## src/rtl/pid_multi_ctrl.sv

```systemverilog
// Time-multiplexed PID controller: one shared datapath serves all channels.
// Each accepted tick walks channels 0..N-1 through LOAD/MULT/SUM/WRITE.
module pid_multi_ctrl #(
  parameter int CHANNELS = 4,
  parameter int WIDTH    = 16,
  parameter int FRAC     = 8,
  localparam int CW = (CHANNELS > 1) ? $clog2(CHANNELS) : 1
) (
  input  logic                      clk_in_i,
  input  logic                      reset_i,
  input  logic                      clk_en_i,
  input  logic                      cfg_we_i,
  input  logic [CW-1:0]             cfg_ch_i,
  input  logic [2:0]                cfg_sel_i,
  input  logic [WIDTH-1:0]          cfg_data_i,
  input  logic                      sens_we_i,
  input  logic [CW-1:0]             sens_ch_i,
  input  logic [WIDTH-1:0]          sens_data_i,
  output logic [CHANNELS*WIDTH-1:0] pid_o,
  output logic [CHANNELS-1:0]       pid_valid_o,
  output logic                      busy_o,
  output logic                      overrun_o
);

  localparam int AW = 2 * WIDTH + 4;
  localparam int IW = WIDTH + 2;

  typedef enum logic [2:0] {
    IDLE,
    LOAD,
    MULT,
    SUM,
    WRITE
  } state_t;

  state_t state_q, state_d;
  logic [CW-1:0] ch_q;
  logic          last_ch;
  logic          cfg_ok;
  logic          sens_ok;

  logic signed [WIDTH-1:0] kp_q  [CHANNELS];
  logic signed [WIDTH-1:0] ki_q  [CHANNELS];
  logic signed [WIDTH-1:0] kd_q  [CHANNELS];
  logic signed [WIDTH-1:0] lo_q  [CHANNELS];
  logic signed [WIDTH-1:0] up_q  [CHANNELS];
  logic        [WIDTH-1:0] sp_q  [CHANNELS];
  logic        [WIDTH-1:0] off_q [CHANNELS];
  logic        [WIDTH-1:0] sens_q[CHANNELS];
  logic signed [WIDTH-1:0] integ_q[CHANNELS];
  logic signed [WIDTH:0]   eprev_q[CHANNELS];

  // per-channel snapshot taken in LOAD
  logic signed [WIDTH-1:0] s_kp, s_ki, s_kd;
  logic signed [WIDTH-1:0] s_lo, s_up;
  logic        [WIDTH-1:0] s_off;
  logic signed [WIDTH:0]   e_r;

  logic signed [WIDTH-1:0] inew_r;
  logic signed [AW-1:0]    pe_r, pi_r, pd_r;
  logic        [WIDTH-1:0] out_r;

  logic signed [IW-1:0]    isum, deriv;
  logic                    hi_hit, lo_hit;
  logic signed [WIDTH-1:0] inew;
  logic signed [AW-1:0]    acc, sh;
  logic signed [AW:0]      osum;
  logic        [WIDTH-1:0] osat;

  assign busy_o  = (state_q != IDLE);
  assign last_ch = (int'(ch_q) == CHANNELS - 1);
  assign cfg_ok  = cfg_we_i && (int'(cfg_ch_i) < CHANNELS);
  assign sens_ok = sens_we_i && (int'(sens_ch_i) < CHANNELS);

  always_ff @(posedge clk_in_i or negedge reset_i) begin
    if (!reset_i) begin
      for (int k = 0; k < CHANNELS; k++) begin
        kp_q[k]  <= '0;
        ki_q[k]  <= '0;
        kd_q[k]  <= '0;
        sp_q[k]  <= '0;
        off_q[k] <= '0;
        lo_q[k]  <= {1'b1, {(WIDTH-1){1'b0}}};
        up_q[k]  <= {1'b0, {(WIDTH-1){1'b1}}};
      end
    end else if (cfg_ok) begin
      unique case (cfg_sel_i)
        3'd0:    kp_q[cfg_ch_i]  <= cfg_data_i;
        3'd1:    ki_q[cfg_ch_i]  <= cfg_data_i;
        3'd2:    kd_q[cfg_ch_i]  <= cfg_data_i;
        3'd3:    sp_q[cfg_ch_i]  <= cfg_data_i;
        3'd4:    lo_q[cfg_ch_i]  <= cfg_data_i;
        3'd5:    up_q[cfg_ch_i]  <= cfg_data_i;
        3'd6:    off_q[cfg_ch_i] <= cfg_data_i;
        default: ;
      endcase
    end
  end

  always_ff @(posedge clk_in_i or negedge reset_i) begin
    if (!reset_i) begin
      for (int k = 0; k < CHANNELS; k++) begin
        sens_q[k] <= '0;
      end
    end else if (sens_ok) begin
      sens_q[sens_ch_i] <= sens_data_i;
    end
  end

  always_ff @(posedge clk_in_i or negedge reset_i) begin
    if (!reset_i) begin
      state_q <= IDLE;
    end else begin
      state_q <= state_d;
    end
  end

  always_comb begin
    state_d = state_q;
    unique case (state_q)
      IDLE:    if (clk_en_i) state_d = LOAD;
      LOAD:    state_d = MULT;
      MULT:    state_d = SUM;
      SUM:     state_d = WRITE;
      WRITE:   state_d = last_ch ? IDLE : LOAD;
      default: state_d = IDLE;
    endcase
  end

  // integrator clamp: upper bound checked first, lower bound has last word
  always_comb begin
    isum   = IW'(integ_q[ch_q]) + IW'(e_r);
    deriv  = IW'(e_r) - IW'(eprev_q[ch_q]);
    hi_hit = isum > IW'(s_up);
    lo_hit = hi_hit ? (s_up < s_lo) : (isum < IW'(s_lo));
    inew   = isum[WIDTH-1:0];
    if (lo_hit) begin
      inew = s_lo;
    end else if (hi_hit) begin
      inew = s_up;
    end
  end

  always_comb begin
    acc  = pe_r + pi_r + pd_r;
    sh   = acc >>> FRAC;
    osum = (AW+1)'(sh) + $signed((AW+1)'(s_off));
    osat = osum[WIDTH-1:0];
    if (osum < 0) begin
      osat = '0;
    end else if (osum > $signed((AW+1)'({WIDTH{1'b1}}))) begin
      osat = '1;
    end
  end

  always_ff @(posedge clk_in_i or negedge reset_i) begin
    if (!reset_i) begin
      ch_q        <= '0;
      overrun_o   <= 1'b0;
      pid_valid_o <= '0;
      pid_o       <= '0;
      s_kp        <= '0;
      s_ki        <= '0;
      s_kd        <= '0;
      s_lo        <= '0;
      s_up        <= '0;
      s_off       <= '0;
      e_r         <= '0;
      inew_r      <= '0;
      pe_r        <= '0;
      pi_r        <= '0;
      pd_r        <= '0;
      out_r       <= '0;
      for (int k = 0; k < CHANNELS; k++) begin
        integ_q[k] <= '0;
        eprev_q[k] <= '0;
      end
    end else begin
      pid_valid_o <= '0;
      if (clk_en_i && busy_o) begin
        overrun_o <= 1'b1;
      end
      unique case (state_q)
        IDLE: begin
          ch_q <= '0;
        end
        LOAD: begin
          s_kp  <= kp_q[ch_q];
          s_ki  <= ki_q[ch_q];
          s_kd  <= kd_q[ch_q];
          s_lo  <= lo_q[ch_q];
          s_up  <= up_q[ch_q];
          s_off <= off_q[ch_q];
          e_r   <= $signed({1'b0, sp_q[ch_q]})
                 - $signed({1'b0, sens_q[ch_q]});
        end
        MULT: begin
          inew_r <= inew;
          pe_r   <= AW'(s_kp) * AW'(e_r);
          pi_r   <= AW'(s_ki) * AW'(inew);
          pd_r   <= AW'(s_kd) * AW'(deriv);
        end
        SUM: begin
          out_r <= osat;
        end
        WRITE: begin
          integ_q[ch_q]             <= inew_r;
          eprev_q[ch_q]             <= e_r;
          pid_o[ch_q*WIDTH +: WIDTH] <= out_r;
          pid_valid_o[ch_q]         <= 1'b1;
          if (!last_ch) begin
            ch_q <= ch_q + CW'(1);
          end
        end
        default: ;
      endcase
    end
  end

endmodule

```

## config.mk

```make
export PLATFORM = sky130hd
export DESIGN_NAME = pid_multi_ctrl
export DESIGN_NICKNAME = d
export VERILOG_FILES = /design/src/rtl/pid_multi_ctrl.sv
export SDC_FILE = /design/constraint.sdc
export NUM_CORES = 2
export LEC_CHECK = 0
export BUFFER_PORTS_ARGS = -buffer_cell sky130_fd_sc_hd__buf_2
export CAP_MARGIN = 10
export CELL_PAD_IN_SITES_DETAIL_PLACEMENT = 0
export CELL_PAD_IN_SITES_GLOBAL_PLACEMENT = 1
export CORE_MARGIN = 2
export CORE_UTILIZATION = 45
export CTS_CLUSTER_SIZE = 28
export DETAILED_ROUTE_END_ITERATION = 16
export PLACE_DENSITY = 0.69
export SYNTH_ARGS = -nofsm -noshare
export SYNTH_HDL_FRONTEND = slang
export SYNTH_SLANG_ARGS = --single-unit
```

## constraint.sdc

```tcl
create_clock -name clk_in_i -period 21.2 [get_ports clk_in_i]
set_input_delay 3.18 -clock clk_in_i [delete_from_list [all_inputs] [get_ports clk_in_i]]
set_output_delay 3.18 -clock clk_in_i [all_outputs]
set_load 0.005 [all_outputs]
```

==> impl_metrics.json <==
{
  "layout.nets": 8423,
  "grt_pass1_vias": 54900,
  "synth-async-reset-ratio_pct": 100,
  "cp_slowest_stage_delay_ns": 0.93,
  "syn_inst": 7156,
  "via_per_inst": 5.39,
  "syn2layout_area_growth_pct": 8.59,
  "worst_pin_slew_ns": 1.18,
  "firstDrtPassIters": 5,
  "grt_pass1_wl_um": 331000,
  "ys_types": 93,
  "syn-num-nets": 8472,
  "setup.worst_path.class": "flop to flop",
  "worst_setup_path_end_kind": "flop",
  "top_level_ports": 114,
  "syn_area_per_cell_um2": 10.9,
  "dr_total_vias": 51300,
  "grt_use_total_pct": 24.7,
  "slew_headroom_pct": 21.1,
  "grt.overflow.total": 0,
  "fin_area_um2": 84400,
  "fin_crit_ns": 13.84,
  "crit_fanout": 89,
  "ys.flop_type": "dfrtp_1",
  "num_rows": 152,
  "die_h_um": 420,
  "hold_viol": 0,
  "post_cts_resized": 0,
  "required_ns": 21.78,
  "core_um2": 172000,
  "cp.arrival_ns": 14.42,
  "crit_top_cell": "fa_1",
  "wire_per_inst_um": 22.0,
  "status": "complete, no violations",
  "ant_nets": 0,
  "largest_register_ffs": 68,
  "ys_seq_elements": 962,
  "cts_buffers": 105,
  "fin_ws_ns": 7.36,
  "fillers": 15700,
  "routed_wl_um": 210000,
  "finalCritPeriodShare_pct": 65.3,
  "multiInputGateArea_um2": 48600,
  "postCtsSetupBuffers": 0,
  "ys_warn_count": 0,
  "max_freq_mhz": 72.2,
  "ys_seq_area_share_pct": 31.1,
  "register_area_um2": 24200,
  "hold_buffers": 0,
  "cp-start-kind": "flop",
  "layout-drive-gt1-share_pct": 19.0,
  "clkSlewWorstSetupHoldPaths_ns": 0.06,
  "maxSlewViolCount": 0,
  "worst-path-buf-inv": 7,
  "fin_util_pct": 49.2,
  "clock_skew_ns": 0.0589,
  "rsz0062_at_grt": "false",
  "grt_max_degree": 189,
  "die_w_um": 420,
  "largest-register": "eprev_q",
  "die_area_um2": 176000,
  "drt_iter0_markers": 3604,
  "syn_area_um2": 77700,
  "cts.sinks": 962,
  "hp-class": "flop to flop",
  "placed_area_um2": 80700,
  "clock_latency_ns": 0.75,
  "start_util_pct": 45.3,
  "drc": 0,
  "cts_buffer_depth": 3,
  "drv_cap": 0,
  "setup_tns_ns": 0,
  "critPathSlowestCell": "dfrtp_4",
  "clockRootBuffer": "clkbuf_16",
  "synth_edf_count": 0,
  "crit_family": "compound AO/OA/AOI/OAI gates",
  "antenna_found_initial": 20,
  "finalSetupViolations": 0,
  "io_buffers": 113,
  "pre_cts_slack_ns": 7.49,
  "cts_tree": "yes",
  "dp_hpwl_um": 155000,
  "place_congestion": 0.899,
  "h-tree-depth": 3
}
## layout make-up
cell class,instances,area share [%]
diodes,4,0.0119
clock buffers,159,3.70
clock inverters,40,0.648
inverters,990,4.40
multi-input cells,4829,57.5
flip-flops and latches,962,28.6
well taps,2310,3.42
repair buffers,219,1.68
## synthesized netlist by cell type (all sizes together), types with 63 or more instances
library cell | count | share of area (%)
nor2 | 206 | 1.0
nand2 | 947 | 4.6
xor2 | 63 | 0.71
dfrtp | 898 | 29
dfstp | 64 | 2.2
xnor2 | 121 | 1.4
and2 | 278 | 2.2
a21oi | 131 | 0.85
mux2 | 672 | 9.7
o21ai | 314 | 2.0
ha | 407 | 6.5
nand2b | 79 | 0.64
buf | 69 | 0.40
inv | 990 | 4.8
fa | 865 | 22
mux4 | 161 | 4.7
clkbuf | 306 | 1.5
## worst paths after layout
path | start | to | cells past startpoint | slack [ns]
max | ch_q[1] | pi_r[30] | 46 | 7.36
min | overrun_o | overrun_o | 1 | 0.45
min in group asynchronous | reset_i | pid_o[38] | 1 | 2.53
min reg2reg | overrun_o | overrun_o | 1 | 0.45
max in group asynchronous | reset_i | pi_r[34] | 4 | 15.62
max reg2reg | ch_q[1] | pi_r[30] | 46 | 7.36
## per-layer routing
metal	global-route usage (%)	vias to the layer above	part of all wire [%]
met4	6.19	6	2.5
met5	0	-	0.021
met3	2.82	222	4.3
met2	41.5	1050	49
li1	-	23200	-
met1	34.1	26900	45
## logic make-up after synthesis
logic type / synth area share [%]
AO/OA/AOI/OAI: 6.00
XOR/XNOR: 2.07
adder cells (fa/ha/maj): 28.8
buffers and inverters: 6.65
flip-flops: 31.1
multiplexers: 14.7
AND/OR/NAND/NOR: 10.7
## cells in the final DEF (no fill, tap or decap), types with 19 or more instances in the layout
master       n
inv_1      990
nand2_1    941
dfrtp_1    896
fa_1       865
mux2_2     672
ha_1       407
o21ai_0    308
and2_1     276
nor2_1     201
mux4_2     161
a21oi_1    129
xnor2_1    121
buf_2      112
clkbuf_16  108
buf_4      102
nand2b_1    79
dfstp_2     64
xor2_1      61
a21o_1      60
nand3_1     55
nor2b_1     51
nor3_1      39
o21bai_1    30
clkbuf_1    28
o21a_1      25
clkbuf_8    23
nand4_1     21
or3_1       19
## metrics by stage
step                      instances  hold slack [ns]
after floorplan                7156            0.445
after global routing           9512            0.476
after CTS                      9509            0.454
final                          9513            0.450
after global placement         9310            0.438
after detailed placement       9310            0.441
Power is left out: the tool's default activity adds up to more than one toggle a clock period on the data nets, which glitch-free logic cannot reach.
